[src/rtl/data_recv_pkg.sv]
// Shared constants and state encoding for the single-wire frame link.
// The same numbers must be used by the transmitter on the other end.
package data_recv_pkg;

    localparam int BIT_CLKS  = 50;
    localparam int HDR_BITS  = 40;
    localparam int IDLE_BITS = 8;
    localparam int DATA_BITS = 8;

    localparam logic [HDR_BITS-1:0] HDR_PAT = 40'hAA2A8AA020;

    localparam int PH_W   = $clog2(BIT_CLKS);
    localparam int BIDX_W = $clog2(HDR_BITS);
    localparam int DIDX_W = $clog2(DATA_BITS);
    localparam int ZC_W   = $clog2(IDLE_BITS + 1);

    localparam logic [PH_W-1:0]   PH_LAST   = PH_W'(BIT_CLKS - 1);
    localparam logic [PH_W-1:0]   PH_HALF   = PH_W'(BIT_CLKS / 2);
    localparam logic [BIDX_W-1:0] HDR_LAST  = BIDX_W'(HDR_BITS - 1);
    localparam logic [DIDX_W-1:0] DIDX_LAST = DIDX_W'(DATA_BITS - 1);
    localparam logic [ZC_W-1:0]   ZC_MAX    = ZC_W'(IDLE_BITS);
    localparam logic [ZC_W-1:0]   ZC_ARM    = ZC_W'(IDLE_BITS - 1);

    typedef enum logic [1:0] {
        GAP  = 2'd0,
        IDLE = 2'd1,
        HDR  = 2'd2,
        DATA = 2'd3
    } state_t;

endpackage

[src/rtl/data_recv_if.sv]
// Link-side bundle of the frame receiver: serial input plus byte/status outputs.
// master = whoever drives the line and consumes bytes, slave = the receiver.
interface data_recv_if;
    import data_recv_pkg::*;

    logic                 rxd;
    logic [DATA_BITS-1:0] data_out;
    logic                 data_valid;
    logic                 hdr_err;
    logic                 busy;

    modport master (
        output rxd,
        input  data_out,
        input  data_valid,
        input  hdr_err,
        input  busy
    );

    modport slave (
        input  rxd,
        output data_out,
        output data_valid,
        output hdr_err,
        output busy
    );

endinterface

[src/rtl/data_recv_sampler.sv]
// Front end of the receiver: brings rxd into the clk domain, flags edges and
// produces one sample strobe per bit period. A realign request recentres the
// phase so the next strobe lands half a bit after the edge that caused it.
module data_recv_sampler
    import data_recv_pkg::*;
(
    input  logic clk,
    input  logic rst,
    input  logic i_rxd,
    input  logic i_realign,
    output logic o_rs,
    output logic o_rise,
    output logic o_edge,
    output logic o_strobe
);

    logic            r_meta;
    logic            r_rs;
    logic            r_rs_d;
    logic [PH_W-1:0] r_ph;
    logic            w_strobe;

    assign w_strobe = (r_ph == PH_LAST);

    // two-stage synchronizer plus one delayed copy for edge detection
    always_ff @(posedge clk or negedge rst) begin
        if (!rst) begin
            r_meta <= 1'b0;
            r_rs   <= 1'b0;
            r_rs_d <= 1'b0;
        end else begin
            r_meta <= i_rxd;
            r_rs   <= r_meta;
            r_rs_d <= r_rs;
        end
    end

    // bit-phase counter: wraps every BIT_CLKS, recentred on request
    always_ff @(posedge clk or negedge rst) begin
        if (!rst) begin
            r_ph <= '0;
        end else if (i_realign) begin
            r_ph <= PH_HALF;
        end else if (w_strobe) begin
            r_ph <= '0;
        end else begin
            r_ph <= r_ph + 1'b1;
        end
    end

    assign o_rs     = r_rs;
    assign o_rise   = r_rs & ~r_rs_d;
    assign o_edge   = r_rs ^ r_rs_d;
    assign o_strobe = w_strobe;

endmodule

[src/rtl/data_recv.sv]
// Serial frame receiver: locks to the leading rising edge of a frame, checks
// the fixed header bit by bit and shifts in the MSB-first payload byte.
//
//  state | meaning
//  GAP   | waiting for IDLE_BITS consecutive zero samples to arm
//  IDLE  | armed, waiting for the frame's first rising edge
//  HDR   | comparing samples against the header pattern
//  DATA  | shifting in the payload byte
module data_recv
    import data_recv_pkg::*;
(
    input  logic        clk,
    input  logic        rst,
    data_recv_if.slave  bus
);

    state_t                 r_state;
    logic [BIDX_W-1:0]      r_bidx;
    logic [DIDX_W-1:0]      r_didx;
    logic [ZC_W-1:0]        r_zcnt;
    logic [DATA_BITS-1:0]   r_shreg;
    logic [DATA_BITS-1:0]   r_data_out;
    logic                   r_data_valid;
    logic                   r_hdr_err;
    logic                   r_busy;

    logic                   w_rs;
    logic                   w_rise;
    logic                   w_edge;
    logic                   w_strobe;
    logic                   w_realign;

    // recentre the sampling phase on the start edge and on every in-frame edge
    assign w_realign = ((r_state == IDLE) && w_rise) ||
                       (((r_state == HDR) || (r_state == DATA)) && w_edge);

    data_recv_sampler u_sampler (
        .clk       (clk),
        .rst       (rst),
        .i_rxd     (bus.rxd),
        .i_realign (w_realign),
        .o_rs      (w_rs),
        .o_rise    (w_rise),
        .o_edge    (w_edge),
        .o_strobe  (w_strobe)
    );

    // frame FSM with its counters, shift register and registered outputs
    always_ff @(posedge clk or negedge rst) begin
        if (!rst) begin
            r_state      <= GAP;
            r_bidx       <= '0;
            r_didx       <= '0;
            r_zcnt       <= '0;
            r_shreg      <= '0;
            r_data_out   <= '0;
            r_data_valid <= 1'b0;
            r_hdr_err    <= 1'b0;
            r_busy       <= 1'b0;
        end else begin
            r_data_valid <= 1'b0;
            r_hdr_err    <= 1'b0;
            case (r_state)
                GAP: begin
                    if (w_strobe) begin
                        if (w_rs) begin
                            r_zcnt <= '0;
                        end else begin
                            if (r_zcnt != ZC_MAX) r_zcnt <= r_zcnt + 1'b1;
                            // arm on the sample that completes the zero run, so a
                            // start edge arriving right behind it is not missed
                            if (r_zcnt >= ZC_ARM) r_state <= IDLE;
                        end
                    end
                end
                IDLE: begin
                    if (w_rise) begin
                        r_state <= HDR;
                        r_bidx  <= '0;
                        r_busy  <= 1'b1;
                    end
                end
                HDR: begin
                    if (w_strobe) begin
                        if (w_rs != HDR_PAT[HDR_LAST - r_bidx]) begin
                            r_hdr_err <= 1'b1;
                            r_busy    <= 1'b0;
                            r_zcnt    <= '0;
                            r_state   <= GAP;
                        end else if (r_bidx == HDR_LAST) begin
                            r_didx  <= '0;
                            r_state <= DATA;
                        end else begin
                            r_bidx <= r_bidx + 1'b1;
                        end
                    end
                end
                DATA: begin
                    if (w_strobe) begin
                        r_shreg <= {r_shreg[DATA_BITS-2:0], w_rs};
                        if (r_didx == DIDX_LAST) begin
                            r_data_out   <= {r_shreg[DATA_BITS-2:0], w_rs};
                            r_data_valid <= 1'b1;
                            r_busy       <= 1'b0;
                            r_zcnt       <= '0;
                            r_state      <= GAP;
                        end else begin
                            r_didx <= r_didx + 1'b1;
                        end
                    end
                end
                default: r_state <= GAP;
            endcase
        end
    end

    assign bus.data_out   = r_data_out;
    assign bus.data_valid = r_data_valid;
    assign bus.hdr_err    = r_hdr_err;
    assign bus.busy       = r_busy;

endmodule
[src/flat_wrapper.sv]
// flat-port wrapper written by rule: the top's interface ports become plain ports
module data_recv_flat import data_recv_pkg::*;
  (clk, rst, bus_rxd, bus_data_out, bus_data_valid, bus_hdr_err, bus_busy);
  data_recv_if bus_i ();
  input  logic clk;
  input  logic rst;
  input wire logic [$bits(bus_i.rxd)-1:0] bus_rxd;
  output wire logic [$bits(bus_i.data_out)-1:0] bus_data_out;
  output wire logic [$bits(bus_i.data_valid)-1:0] bus_data_valid;
  output wire logic [$bits(bus_i.hdr_err)-1:0] bus_hdr_err;
  output wire logic [$bits(bus_i.busy)-1:0] bus_busy;
  assign bus_i.rxd = bus_rxd;
  assign bus_data_out = bus_i.data_out;
  assign bus_data_valid = bus_i.data_valid;
  assign bus_hdr_err = bus_i.hdr_err;
  assign bus_busy = bus_i.busy;
  data_recv u_core (.clk(clk), .rst(rst), .bus(bus_i));
endmodule
[config.mk]
export PLATFORM = sky130hd
export DESIGN_NAME = data_recv_flat
export DESIGN_NICKNAME = d
export VERILOG_FILES = /design/src/rtl/data_recv_pkg.sv /design/src/rtl/data_recv_if.sv /design/src/rtl/data_recv_sampler.sv /design/src/rtl/data_recv.sv /design/src/flat_wrapper.sv
export SDC_FILE = /design/constraint.sdc
export NUM_CORES = 1
export LEC_CHECK = 0
export BUFFER_PORTS_ARGS = -buffer_cell sky130_fd_sc_hd__buf_2
export CAP_MARGIN = 20
export CORE_ASPECT_RATIO = 0.7
export CORE_MARGIN = 2
export CORE_UTILIZATION = 40
export DETAILED_ROUTE_END_ITERATION = 12
export PLACE_DENSITY = 0.66
export SKIP_LAST_GASP = 1
export SLEW_MARGIN = 20
export SYNTH_ARGS = -nofsm -noshare
export SYNTH_HDL_FRONTEND = slang
export SYNTH_HIERARCHICAL = 1
export SYNTH_SLANG_ARGS = --single-unit
[constraint.sdc]
create_clock -name clk -period 3.2 [get_ports clk]
set_clock_uncertainty 0.1 [all_clocks]
set_input_delay 0.32 -clock clk [delete_from_list [all_inputs] [get_ports clk]]
set_output_delay 0.32 -clock clk [all_outputs]
set_load 0.01 [all_outputs]
-- Word level (Yosys, flattened, before mapping)
Memory sizes are Yosys's and may differ from the RTL's.
Index checks and enable logic that the tools add are counted.
- memories: 1
- bits in registers: 42
- bits of input ports: 3
- bits in writable memories: 0
- latch bits: 0
- bits in read-only memories: 64
- logic and storage cells: 106
- output and inout bits: 11
- memory list (memory ; words ; width ; rd ports ; clocked after memory_dff ; wr ports ; RTL line ; text):
    (no name shown) ; 64 ; 1 ; 1 ; 0 ; 0 ; data_recv.sv:85 ; if (w_rs != HDR_PAT[HDR_LAST - r_bidx]) begin
- reductions and logical operators: 16
- add/subtract/negate cells: 5
- multipliers: 0
- equality and inequality tests: 22
- bitwise operators: 3
- muxes and demuxes: 44
- div/mod/pow operators: 0
- shift-type cells: 0
- magnitude comparators: 2
- operator list (kind ; number):
    6-bit two-way mux ; 6
    4-bit two-way mux ; 7
    2-bit inequality test, second input constant ; 10
    2-bit two-way mux ; 9
    3-bit two-way mux ; 5
    6-bit by 1-bit adder with 6-bit output, second input constant ; 2
    6-bit == test, second input constant ; 2
    1-bit two-way mux ; 12
    4-bit case mux with 3 select lines ; 1
    6-bit case mux with 2 select lines ; 1
    6-bit AND reduction ; 2
    2-bit case mux with 4 select lines ; 1
    8-bit AND reduction ; 1
    6-bit by 7-bit less-than comparator with 1-bit output, second input constant ; 1
    7-bit AND reduction ; 1
    3-bit case mux with 2 select lines ; 1
    3-bit nonzero test ; 2
    6-bit subtractor, first input constant ; 1
    5-bit AND reduction ; 1
    4-bit by 1-bit adder with 4-bit output, second input constant ; 1
    2-bit == test, second input constant ; 2
    4-bit by 3-bit >= comparator with 1-bit output, second input constant ; 1
    2-bit by 1-bit inequality test with 1-bit output, second input constant ; 2
    4-bit inequality test, second input constant ; 1
    other kinds (16) ; 19

-- Longest topological paths before layout
Gate-level depths: netlist of run 1.
- word-level depth: 7
- mapped depth: 10

-- Modules after synthesis
Netlist of run 1, hierarchy kept.
- modules (own cells, without submodules) (module ; cells an instance ; instances ; sequential area each (um^2) ; area an instance (um^2)):
    data_recv ; 177 ; 1 ; 825.8 ; 1774.2
    data_recv_sampler ; 31 ; 1 ; 225.2 ; 386.6

-- Worst setup path after synthesis of run 1
No wires, ideal clock.
- kind: register -> register
- start point: register u_core.r_bidx[0]
- end point: register u_core.r_bidx[3]
- library setup time: 0.126 ns
- arrival: 2.060 ns
- path buffers: 0
- slack: 0.914 ns
- period minus slack after synthesis: 2.286 ns
- stages on the path, launching flop included: 9
- cells stage by stage: dfrtp_1 -> inv_1 -> ha_1 -> or2_2 -> a31oi_2 -> a22oi_4 -> xnor2_2 -> nand3_2 -> a311o_1
- cells in the longest elaborated chain, start to end: 6
- elaborated cells between the ends (all ways): 13
- those cells by class: 2 x add/sub; 4 x eq/ne; 5 x mux; 1 x reduce/logical; 1 x memory
- RTL lines (item ; RTL line ; text):
    start: declaration ; data_recv.sv:18 ; logic [BIDX_W-1:0] r_bidx;
    start signal: assignment ; data_recv.sv:94 ; r_bidx <= r_bidx + 1'b1;
    6-bit subtractor ; data_recv.sv:85 ;
    memory read 64 x 1 bit ; n/a ;
    1-bit two-way mux (implied by the code) ; data_recv.sv:85 ;
    1-bit inequality test ; data_recv.sv:85 ;
    2-bit inequality test (no source line) ; n/a ;
    5-bit AND reduction (no source line) ; n/a ;
Parallel ways exist; a longest one is shown, timed or not. The select of a mux whose other input is x is not followed.
A chain may end at the register's enable or synchronous reset.

-- Final worst setup path of run 1
Same ends and word-level chain as after synthesis.

==> results of run 1 <==
-- flip-flops by register name, indices dropped and copies added, names as in the netlist --
name and flops:
u_core/r_shreg 7, u_core/r_state 2, u_core/u_sampler/r_ph 6, u_core/bus.busy 1, u_core/bus.data_out 8, u_core/r_zcnt 4
u_core/u_sampler/r_meta 1, u_core/u_sampler/r_rs_d 1, u_core/bus.data_valid 1, u_core/r_bidx 6, u_core/r_didx 3, u_core/u_sampler/o_rs 1
u_core/bus.hdr_err 1
-- per-layer routing --
layer,share of wire (%),wire length [um],up-vias,global-route usage (%)
met2,43,1720,16,23.2
li1,-,-,759,-
met1,53,2120,738,21.4
met3,2.9,116,3,4.13
met5,0,0,-,0
met4,0.40,16,0,3.36
-- cell type report --
class | instances | area, um2
fillers | 508 | 2840
multi-input cells | 150 | 1050
repair buffers | 14 | 72.6
clock inverters | 2 | 10.0
clock buffers | 5 | 68.8
inverters | 12 | 45.0
flip-flops and latches | 42 | 1050
well taps | 72 | 90.1
-- placed cells by master, fill, tap and decap left out, types with 4 or more instances in the layout --
master     n
clkbuf_8   5
mux2i_1    5
buf_2     13
nand3_1    7
ha_1      12
nor3_1     5
inv_1     11
nand2_1   40
a21oi_1    5
dfrtp_1   42
o21ai_0    4
nor2b_1    6
nor2_1     8
mux2_2     7
-- power groups by stage --
stage / logic (W) / clock network (W) / registers, W
2_1_floorplan: 0.00000807 / 0 / 0.000545
3_3_place_gp: 0.0000216 / 0 / 0.000545
3_5_place_dp: 0.0000218 / 0 / 0.000546
4_1_cts: 0.0000219 / 0.000326 / 0.000535
5_1_grt: 0.0000247 / 0.000342 / 0.000535
6_report: 0.0000209 / 0.000311 / 0.000535
-- worst paths after layout --
kind	endpoint	cells past startpoint	from	slack, ns
max	u_core/r_bidx[3]	8	u_core/r_bidx[0]	0.71
min	u_core/u_sampler/r_meta	1	bus_rxd	0.04
max reg2reg	u_core/r_bidx[3]	8	u_core/r_bidx[0]	0.71
min reg2reg	u_core/u_sampler/o_rs	0	u_core/u_sampler/r_meta	0.26
max in group asynchronous	u_core/r_bidx[5]	1	rst	2.34
min in group asynchronous	u_core/r_zcnt[3]	1	rst	0.08
-- cells by family (layout without fill, tap and decap cells) --
group	count (synthesis)	count (layout)	synth area share (%)
flip-flops	42	42	48.6
multiplexers	13	13	6.49
buffers and inverters	16	33	2.78
adder cells (fa/ha/maj)	12	12	6.95
AND/OR/NAND/NOR	85	85	19.1
XOR/XNOR	6	6	3.13
AO/OA/AOI/OAI	34	34	13.0
-- worst reg2reg max path: cells and delay by family, from the launching register on --
kind	cells	cell delay (ns)
AND/OR/NAND/NOR	2	0.47
adder cells (fa/ha/maj)	1	0.22
flip-flops	1	0.51
AO/OA/AOI/OAI	3	0.69
buffers and inverters	1	0.11
XOR/XNOR	1	0.29
-- through the flow --
stage / power [W] / util [%]
floorplan: 0.000553 / -
global placement: 0.000567 / 44.1
detailed placement: 0.000567 / 44.1
CTS: 0.000883 / 45.6
global route: 0.000902 / 45.6
finish: 0.000867 / 45.6
==> metrics.cfg, run 1 <==
[synthesis]
synth_top_cell_by_area=dfrtp_1
synth_nets=223
synthArstFlopShare_pct=100
syn_area_um2=2160
synth_top_flop_cell=dfrtp_1
synth-seq-cells=42
synthTopCellsByCount=dfrtp_1, nand2_1, ha_1, inv_1, nor2_1
synth.most_common_cell=dfrtp_1
synthCells=208
yosysWarnings=6
synth_cell_types=50
ys_seq_area_share_pct=48.6
syn_area_per_cell_um2=10.4
synth_edf_count=0
synth_area_leaders=dfrtp_1, ha_1, nand2_1
synth_top_area_share_pct=48.6

[sta]
hold_viol=0
finalCritPeriodShare_pct=77.9
finalCriticalPeriod_ns=2.49
setup_viol=0
setup_ws_ns=0.708
max_freq_mhz=401
slew_headroom_pct=37.6
worstMarginPinSlew_ns=0.936
whs_ns=0.0407
rsz0062_at_grt=no
maxSlewViolCount=0
finalSetupTns_ns=0

[grt]
grt_max_degree=43
grt_overflow_total=0
grt_pass1_vias=1560
grt_pass1_wl_mm=7.16
antenna_found_initial=0
grtUsageTotal_pct=15.0

[cells_and_area]
nets=240
drive_above_1_share_pct=17.3
design_area_um2=2390
stdcell_count=297
areaGrowthSynthToFinish_pct=10.5
antenna_cells=0

[floorplanning]
fp-row-count=22
initial_core_util_pct=41.3
die_w_um=91.8
boundaryPins=14
chipHeight_um=65.5
fp.coreArea_um2=5230
die_area_um2=6020

[pwr]
ir_drop_v=0.000181
sw_frac_of_total_pct=21.2
power_leakage_nw=1.19
p_seq_share_pct=61.7
comb_power_share_pct=2.4
p_per_area_nw_per_um2=363
p_sw_w=0.000184
clkPwrFrac_pct=35.9
p_int_w=0.000684

[clock_network]
cts_buffers=5
cts_sinks=42
cts_resized=0
clkTransAtPathRegs_ns=0.07
cts_tree=yes
insertion_delay_ns=0.28
cts-hold-fix-buffers=0
postCtsSetupRepairBufs=0
root_buffer=clkbuf_8
h-tree-depth=2
clockBufferDepth=2

[setup_path]
cp_cell_sequence=inv_1 > ha_1 > or2_2 > a31oi_2 > a22oi_4 > xnor2_2 > nand3_2 > a311o_1
start_kind=flip-flop
cp.required_ns=3.27
path_buf_inv=1
cp_top_family=compound AO/OA/AOI/OAI gates
cp_slowest_cell=dfrtp_1
cp_max_fo=8
arrival_ns=2.56
slowest_delay_ns=0.51
path_class=reg2reg
end_kind=flip-flop

[placement]
routabilityCongestion=0.830
place_inst=290
io_buffers=13
dp_slack_ns=0.714
dpl_cell_area_um2=2310
dp_hpwl_mm=2.88

[routing]
wl_per_cell_um=13.4
ant_nets=0
via_per_inst=5.10
vias=1516
remaining_drc_errors=0
drt_iter0_markers=91
drt-pass1-iter-count=4
routed_wl_mm=3.97

[flow_run]
maxCapViolCount=0

[min_path]
hp-class=in2reg

[status]
outcome=completed

(Power assumes the default switching activity.)
==> run 2, diff against run 1 <==
--- a/config.mk
+++ b/config.mk
@@ -11,7 +11,7 @@
 export CORE_MARGIN = 2
 export CORE_UTILIZATION = 40
 export DETAILED_ROUTE_END_ITERATION = 12
-export PLACE_DENSITY = 0.66
+export PLACE_DENSITY = 0.68
 export SKIP_LAST_GASP = 1
 export SLEW_MARGIN = 20
 export SYNTH_ARGS = -nofsm -noshare
==> constraint.sdc (replaced) <==
create_clock -name clk -period 2.25 [get_ports clk]
set_clock_uncertainty 0.1 [all_clocks]
set_input_delay 0.225 -clock clk [delete_from_list [all_inputs] [get_ports clk]]
set_output_delay 0.225 -clock clk [all_outputs]
set_load 0.01 [all_outputs]
==> run 2 against run 1 <==
Compared with the run above:
- cell count grew 6.1%
- maximum frequency rose by 15%
- register-to-register slack got worse by 0.62 ns
- clock power up 60%
- count of clock-buffer cells in the layout is 2 higher
- first-iteration DRC count is 4.4% lower
- combinational power is 89% higher
- critical path type unchanged
- highest routed layer unchanged
==> metrics.cfg, run 2 (same netlist as run 1, synthesis figures left out) <==
[cells_and_area]
layout_commonest_cell=dfrtp_1  ; unchanged
antenna_cells=0  ; unchanged
stdcell_count=315  ; was 297
largest_reg_flops=8  ; unchanged
drive_above_1_share_pct=27.2  ; was 17.3%
final_cell_mix=dfrtp_1, nand2_1, buf_4  ; was dfrtp_1, nand2_1, buf_2
nets=257  ; was 240
areaGrowthSynthToFinish_pct=22.6  ; was 10.5%

[status]
outcome=completed  ; unchanged

[setup_path]
r2r_end=u_core/r_bidx[3]  ; unchanged
cp_max_fo=8  ; unchanged
end_kind=flip-flop  ; unchanged
worstRegToRegCells=8  ; unchanged
path_class=reg2reg  ; unchanged
r2r-start=u_core/r_bidx[4]  ; was u_core/r_bidx[0]
r2r_slack_ns=0.09  ; was 0.71 ns
start_kind=flip-flop  ; unchanged
cp.required_ns=2.33  ; was 3.27 ns
arrival_ns=2.24  ; was 2.56 ns
cp_slowest_cell=dfrtp_1  ; unchanged
cp_cell_sequence=inv_2 > ha_4 > nor2_4 > a31oi_4 > a22oi_4 > xor2_4 > nor4_2 > a311o_1  ; was inv_1 > ha_1 > or2_2 > a31oi_2 > a22oi_4 > xnor2_2 > nand3_2 > a311o_1
slowest_delay_ns=0.41  ; was 0.51 ns

[routing]
drt_iter0_markers=87  ; was 91
routed_wl_mm=4.15  ; was 3.97 mm
vias=1600  ; was 1,516
wl_per_cell_um=13.2  ; was 13.4 um
ant_nets=0  ; unchanged
drt-pass1-iter-count=4  ; unchanged
remaining_drc_errors=0  ; unchanged
via_per_inst=5.08  ; was 5.10

[sta]
worstMarginPinSlew_ns=0.544  ; was 0.936 ns
finalCritPeriodShare_pct=95.9  ; was 77.9%
slew_headroom_pct=63.7  ; was 37.6%
finalCriticalPeriod_ns=2.16  ; was 2.49 ns
finalSetupTns_ns=0  ; unchanged
max_freq_mhz=463  ; was 401 MHz
hold_viol=0  ; unchanged
maxSlewViolCount=0  ; unchanged
setup_viol=0  ; unchanged
rsz0062_at_grt=yes  ; was no

[floorplanning]
boundaryPins=14  ; unchanged
die_w_um=91.8  ; unchanged
fp-row-count=22  ; unchanged
chipHeight_um=65.5  ; unchanged
die_area_um2=6020  ; unchanged
initial_core_util_pct=41.3  ; unchanged
fp.coreArea_um2=5230  ; unchanged

[clock_network]
clkTransAtPathRegs_ns=0.07  ; about the same
insertion_delay_ns=0.30  ; was 0.28 ns
h-tree-depth=2  ; unchanged
cts_buffers=5  ; unchanged
root_buffer=clkbuf_8  ; unchanged
cts_sinks=42  ; unchanged
clockBufferDepth=2  ; unchanged
cts_tree=yes  ; unchanged

[pwr]
p_int_w=0.00102  ; was 0.000684 W
p_sw_w=0.000280  ; was 0.000184 W
comb_power_share_pct=3.0  ; was 2.4%
power_leakage_nw=1.30  ; was 1.19 nW
ir_drop_v=0.000319  ; was 0.000181 V
clkPwrFrac_pct=38.3  ; was 35.9%
p_per_area_nw_per_um2=490  ; was 363 nW/um2
p_seq_share_pct=58.7  ; was 61.7%
sw_frac_of_total_pct=21.5  ; was 21.2%

[placement]
routabilityCongestion=0.815  ; was 0.830
io_buffers=13  ; unchanged
place_inst=303  ; was 290
dp_hpwl_mm=3.06  ; was 2.88 mm

[min_path]
worstHoldStart=u_core/u_sampler/r_meta  ; was bus_rxd
min_to=u_core/u_sampler/o_rs  ; was u_core/u_sampler/r_meta
hp-class=reg2reg  ; was in2reg
hold_depth=0  ; was 1

[grt]
grt_max_degree=25  ; was 43
grt_pass1_wl_mm=7.20  ; was 7.16 mm
grtUsageTotal_pct=15.7  ; was 15.0%
antenna_found_initial=0  ; unchanged
grt_pass1_vias=1506  ; was 1,560
grt_overflow_total=0  ; unchanged

[flow_run]
maxCapViolCount=0  ; unchanged

## run 2: timing repair
item,in CTS,in global routing
gates cloned,0,0
pin swaps,0,9
resized for setup,3,17
hold buffers,2,0
hold endpoints to repair,23,0
buffers inserted,0,2
setup endpoints to repair,1,9
## run 2: worst max-delay path by stage
stage	startpoint	end	slack (ns)	depth (start not counted)
after floorplan	u_core/u_sampler/r_ph[1]	u_core/r_didx[1]	0.02	9
after CTS	u_core/r_bidx[1]	u_core/r_bidx[3]	0.008	8
after global placement	u_core/r_bidx[1]	u_core/r_bidx[3]	0.02	8
after global routing	u_core/r_bidx[4]	u_core/r_bidx[3]	-0.01	8
after detailed placement	u_core/r_bidx[1]	u_core/r_bidx[3]	-0.03	8
final	u_core/r_bidx[4]	u_core/r_bidx[3]	0.09	8
## run 2: power groups by stage
stage                     Sequential, W  Clock, W  Combinational, W
after floorplan                0.000775         0         0.0000115
after global placement         0.000776         0         0.0000350
after detailed placement       0.000776         0         0.0000359
after CTS                      0.000762  0.000520         0.0000401
after global routing           0.000762  0.000553         0.0000458
final                          0.000762  0.000497         0.0000395
## run 2: layout make-up
| cell class | instances | area, um2 |
|---|---|---|
| Clock buffer | 7 | 86.3 |
| Fill cell | 500 | 2580 |
| Timing Repair Buffer | 31 | 213 |
| Multi-Input combinational cell | 150 | 1160 |
| Sequential cell | 42 | 1050 |
| Clock inverter | 1 | 5.00 |
| Inverter | 12 | 45.0 |
| Tap cell | 72 | 90.1 |
## run 2: routing by layer
layer	vias up	wire, um	global-route usage, %
li1	795	-	-
met1	774	2230	23.5
met2	24	1680	21.3
met3	7	183	4.47
met4	0	55	5.60
met5	-	0	0
## run 2: through the flow
step / setup WS [ns] / total power [W] / hold slack (ns) / instance area, um2 / util [%]
global route: -0.0104 / 0.00136 / 0.276 / 2650 / 50.6
detailed placement: -0.0284 / 0.000812 / 0.155 / 2410 / 46.0
CTS: 0.00764 / 0.00132 / 0.260 / 2550 / 48.7
floorplan: 0.0164 / 0.000786 / -0.171 / 2160 / -
finish: 0.0912 / 0.00130 / 0.256 / 2650 / 50.6
global placement: 0.0159 / 0.000811 / 0.151 / 2410 / 46.0
## run 2: critical path, delay by kind of cell, from the launching register on
kind,cells,cell delay (ns)
AND/OR/NAND/NOR,2,0.21
adder cells (fa/ha/maj),1,0.22
flip-flops,1,0.41
buffers and inverters,1,0.10
AO/OA/AOI/OAI,3,0.70
XOR/XNOR,1,0.30
==> run 3, diff against run 2 <==
--- a/config.mk
+++ b/config.mk
@@ -5,16 +5,15 @@
 export SDC_FILE = /design/constraint.sdc
 export NUM_CORES = 1
 export LEC_CHECK = 0
-export BUFFER_PORTS_ARGS = -buffer_cell sky130_fd_sc_hd__buf_2
 export CAP_MARGIN = 20
 export CORE_ASPECT_RATIO = 0.7
 export CORE_MARGIN = 2
 export CORE_UTILIZATION = 40
 export DETAILED_ROUTE_END_ITERATION = 12
-export PLACE_DENSITY = 0.68
+export DONT_BUFFER_PORTS = 1
+export PLACE_DENSITY = 0.65
 export SKIP_LAST_GASP = 1
 export SLEW_MARGIN = 20
 export SYNTH_ARGS = -nofsm -noshare
 export SYNTH_HDL_FRONTEND = slang
-export SYNTH_HIERARCHICAL = 1
 export SYNTH_SLANG_ARGS = --single-unit
==> run 3 against run 2 <==
Compared with the run above:
- the flow now finishes with violations (negative setup slack)
- highest routed layer unchanged
- sequential power is essentially flat
- hold slack better by 0.0070 ns
- first-iteration DRC count up 55%
- routed wire length fell by 3.1%
- critical path type unchanged
- worst setup slack got worse by 0.10 ns
- combinational power is 11% lower
- clock power grew 42%
- register-to-register slack worse by 0.10 ns
- die area is 4.4% lower
- critical path depth grew 1
==> metrics.cfg, run 3 <==
[floorplanning]
die_w_um=89.8  ; was 91.8 um
fp-row-count=21  ; was 22
die_area_um2=5750  ; was 6020 um2
initial_core_util_pct=42.4  ; was 41.3%
chipHeight_um=64.0  ; was 65.5 um
fp.coreArea_um2=4860  ; was 5230 um2
boundaryPins=14  ; unchanged

[clock_network]
cts_tree=yes  ; unchanged
cts_sinks=42  ; unchanged
h-tree-depth=2  ; unchanged
clkTransAtPathRegs_ns=0.08  ; was 0.07 ns
root_buffer=clkbuf_8  ; unchanged
clockBufferDepth=2  ; unchanged
insertion_delay_ns=0.29  ; was 0.30 ns
cts_buffers=5  ; unchanged

[setup_path]
path_class=reg2reg  ; unchanged
start_kind=flip-flop  ; unchanged
end_kind=flip-flop  ; unchanged
cp_max_fo=5  ; was 8
arrival_ns=2.38  ; was 2.24 ns
cp.required_ns=2.37  ; was 2.33 ns

[status]
outcome=complete, but fails checks  ; was completed
violations=negative setup slack

[placement]
place_inst=278  ; was 303
routabilityCongestion=0.781  ; was 0.815
dp_slack_ns=-0.0523  ; was -0.0284 ns
io_buffers=0  ; was 13
dp_hpwl_mm=2.83  ; was 3.06 mm

[sta]
finalCriticalPeriod_ns=2.26  ; was 2.16 ns
rsz0062_at_grt=yes  ; unchanged
hold_viol=0  ; unchanged
setup_viol=1  ; was 0
slew_headroom_pct=67.7  ; was 63.7%
finalCritPeriodShare_pct=101  ; was 95.9%
worstMarginPinSlew_ns=0.485  ; was 0.544 ns
finalSetupTns_ns=-0.0118  ; was 0 ns
maxSlewViolCount=0  ; unchanged
setup_ws_ns=-0.0118  ; was 0.0912 ns
max_freq_mhz=442  ; was 463 MHz

[grt]
grtUsageTotal_pct=15.1  ; was 15.7%
grt_overflow_total=0  ; unchanged
grt_pass1_vias=1429  ; was 1,506
grt_max_degree=43  ; was 25
antenna_found_initial=0  ; unchanged
grt_pass1_wl_mm=7.02  ; was 7.20 mm

[min_path]
hp-class=reg2reg  ; unchanged

[cells_and_area]
layout_commonest_cell=dfrtp_1  ; unchanged
largest_reg_flops=8  ; unchanged
antenna_cells=0  ; unchanged
multi_input_area_um2=986  ; was 1160 um2
stdcell_count=290  ; was 315
final_cell_mix=dfrtp_1, nand2_1, buf_4  ; unchanged
seqCellArea_um2=1050  ; about the same
areaGrowthSynthToFinish_pct=21.2  ; was 22.6%
nets=235  ; was 257
nFillCells=426  ; was 500
drive_above_1_share_pct=23.1  ; was 27.2%

[synthesis]
synthArstFlopShare_pct=100  ; unchanged
yosysWarnings=0  ; was 6
synth_area_leaders=dfrtp_1, ha_1, mux2_2  ; was dfrtp_1, ha_1, nand2_1
synth_top_flop_cell=dfrtp_1  ; unchanged
synthXorXnorAreaFrac_pct=2.98  ; was 3.13%
muxShareOfSynthArea_pct=9.30  ; was 6.49%
synth-seq-cells=42  ; unchanged
yosys.area_share.adder_pct=7.29  ; was 6.95%
synth_top_area_share_pct=51.0  ; was 48.6%
synth-compound-area-share_pct=12.3  ; was 13.0%
syn_area_per_cell_um2=10.6  ; was 10.4 um2
synthCells=195  ; was 208
synth_cell_types=37  ; was 50
synthSimpleGateAreaFrac_pct=13.6  ; was 19.1%
synth_edf_count=0  ; unchanged
synth_top_cell_by_area=dfrtp_1  ; unchanged
ys_seq_area_share_pct=51.0  ; was 48.6%
synth.most_common_cell=dfrtp_1  ; unchanged
synthTopCellsByCount=dfrtp_1, nand2_1, inv_1, mux2_2  ; was dfrtp_1, nand2_1, ha_1, inv_1, nor2_1
syn_area_um2=2060  ; was 2160 um2
synth_nets=210  ; was 223
synth_top_family_by_area=simple AND/OR/NAND/NOR gates  ; unchanged

[routing]
vias=1444  ; was 1,600
drt_iter0_markers=135  ; was 87
wl_per_cell_um=13.9  ; was 13.2 um
remaining_drc_errors=0  ; unchanged
ant_nets=0  ; unchanged
via_per_inst=4.98  ; was 5.08
routed_wl_mm=4.02  ; was 4.15 mm
drt-pass1-iter-count=6  ; was 4

[pwr]
sw_frac_of_total_pct=19.3  ; was 21.5%
clkPwrFrac_pct=47.1  ; was 38.3%
comb_power_share_pct=2.3  ; was 3.0%
p_sw_w=0.000290  ; was 0.000280 W
ir_drop_v=0.000560  ; was 0.000319 V
power_leakage_nw=1.17  ; was 1.30 nW
p_seq_share_pct=50.6  ; was 58.7%
p_per_area_nw_per_um2=602  ; was 490 nW/um2
p_int_w=0.00121  ; was 0.00102 W

[flow_run]
maxCapViolCount=0  ; unchanged

[run 3: power by group through the flow]
stage / Sequential [W] / Clock [W] / Combinational [W]
floorplan: 0.000774 / 0 / 0.00000837
global placement: 0.000775 / 0 / 0.0000120
detailed placement: 0.000775 / 0 / 0.0000119
CTS: 0.000760 / 0.000728 / 0.0000348
global route: 0.000761 / 0.000762 / 0.0000407
finish: 0.000761 / 0.000708 / 0.0000350
[run 3: timing repair]
action	CTS	global route
setup endpoints to repair	7	12
hold endpoints to repair	43	0
resized for setup	1	12
hold buffers	3	0
pin swaps	0	3
setup buffers	0	1
[run 3: logic make-up after synthesis]
kind of cell	count (synthesis)
and+or+nand+nor	59
DFF	42
AOI/OAI and AO/OA	39
buffers and inverters	19
muxes	17
adders and majority gates	12
xor gates and xnor gates	7
[run 3: path summary, 6_finish.rpt]
check	start	end	slack [ns]	depth (start not counted)
setup / recovery	u_core.r_bidx[1]	u_core.r_bidx[4]	-0.01	9
hold / removal	u_core.u_sampler.r_meta	u_core.u_sampler.o_rs	0.26	0
setup reg to reg	u_core.r_bidx[1]	u_core.r_bidx[4]	-0.01	9
hold reg to reg	u_core.u_sampler.r_meta	u_core.u_sampler.o_rs	0.26	0
max in group asynchronous	rst	u_core.r_bidx[1]	1.56	2
min in group asynchronous	rst	u_core.bus.data_out[6]	0.29	2
[run 3: routing by layer]
metal	global-route usage, %	vias to the layer above	part of all wire (%)	wire length [um]
met4	2.31	0	0.60	24
met1	23.9	685	56	2240
met5	0	-	0	0
met3	4.25	5	3.3	134
met2	20.7	23	40	1620
li1	-	731	-	-
[run 3: critical path, stage by stage (launching register included)]
cell and delay [ns]:
dfrtp_1 0.39, inv_2 0.05, ha_2 0.15, mux2_4 0.26, o211a_1 0.25, o31ai_4 0.22, buf_6 0.15, xnor2_4 0.08
or4_1 0.40, a21oi_1 0.13
[run 3: final cells by class]
cell class	count	share of cell area, %
sequential	42	42.1
multi-input combinational	134	39.5
timing repair buffer	20	6.87
tap	69	3.46
clock buffer	5	2.76
clock inverter	3	2.76
inverter	17	2.56
[run 3: stage by stage]
| step | cell area (um2) | hold slack, ns | total power [W] | util [%] |
|---|---|---|---|---|
| 2_1_floorplan | 2070 | -0.171 | 0.000783 | - |
| 3_3_place_gp | 2270 | -0.169 | 0.000787 | 46.7 |
| 3_5_place_dp | 2270 | -0.169 | 0.000787 | 46.7 |
| 4_1_cts | 2450 | 0.269 | 0.00152 | 50.4 |
| 5_1_grt | 2500 | 0.272 | 0.00156 | 51.4 |
| 6_report | 2500 | 0.263 | 0.00150 | 51.4 |
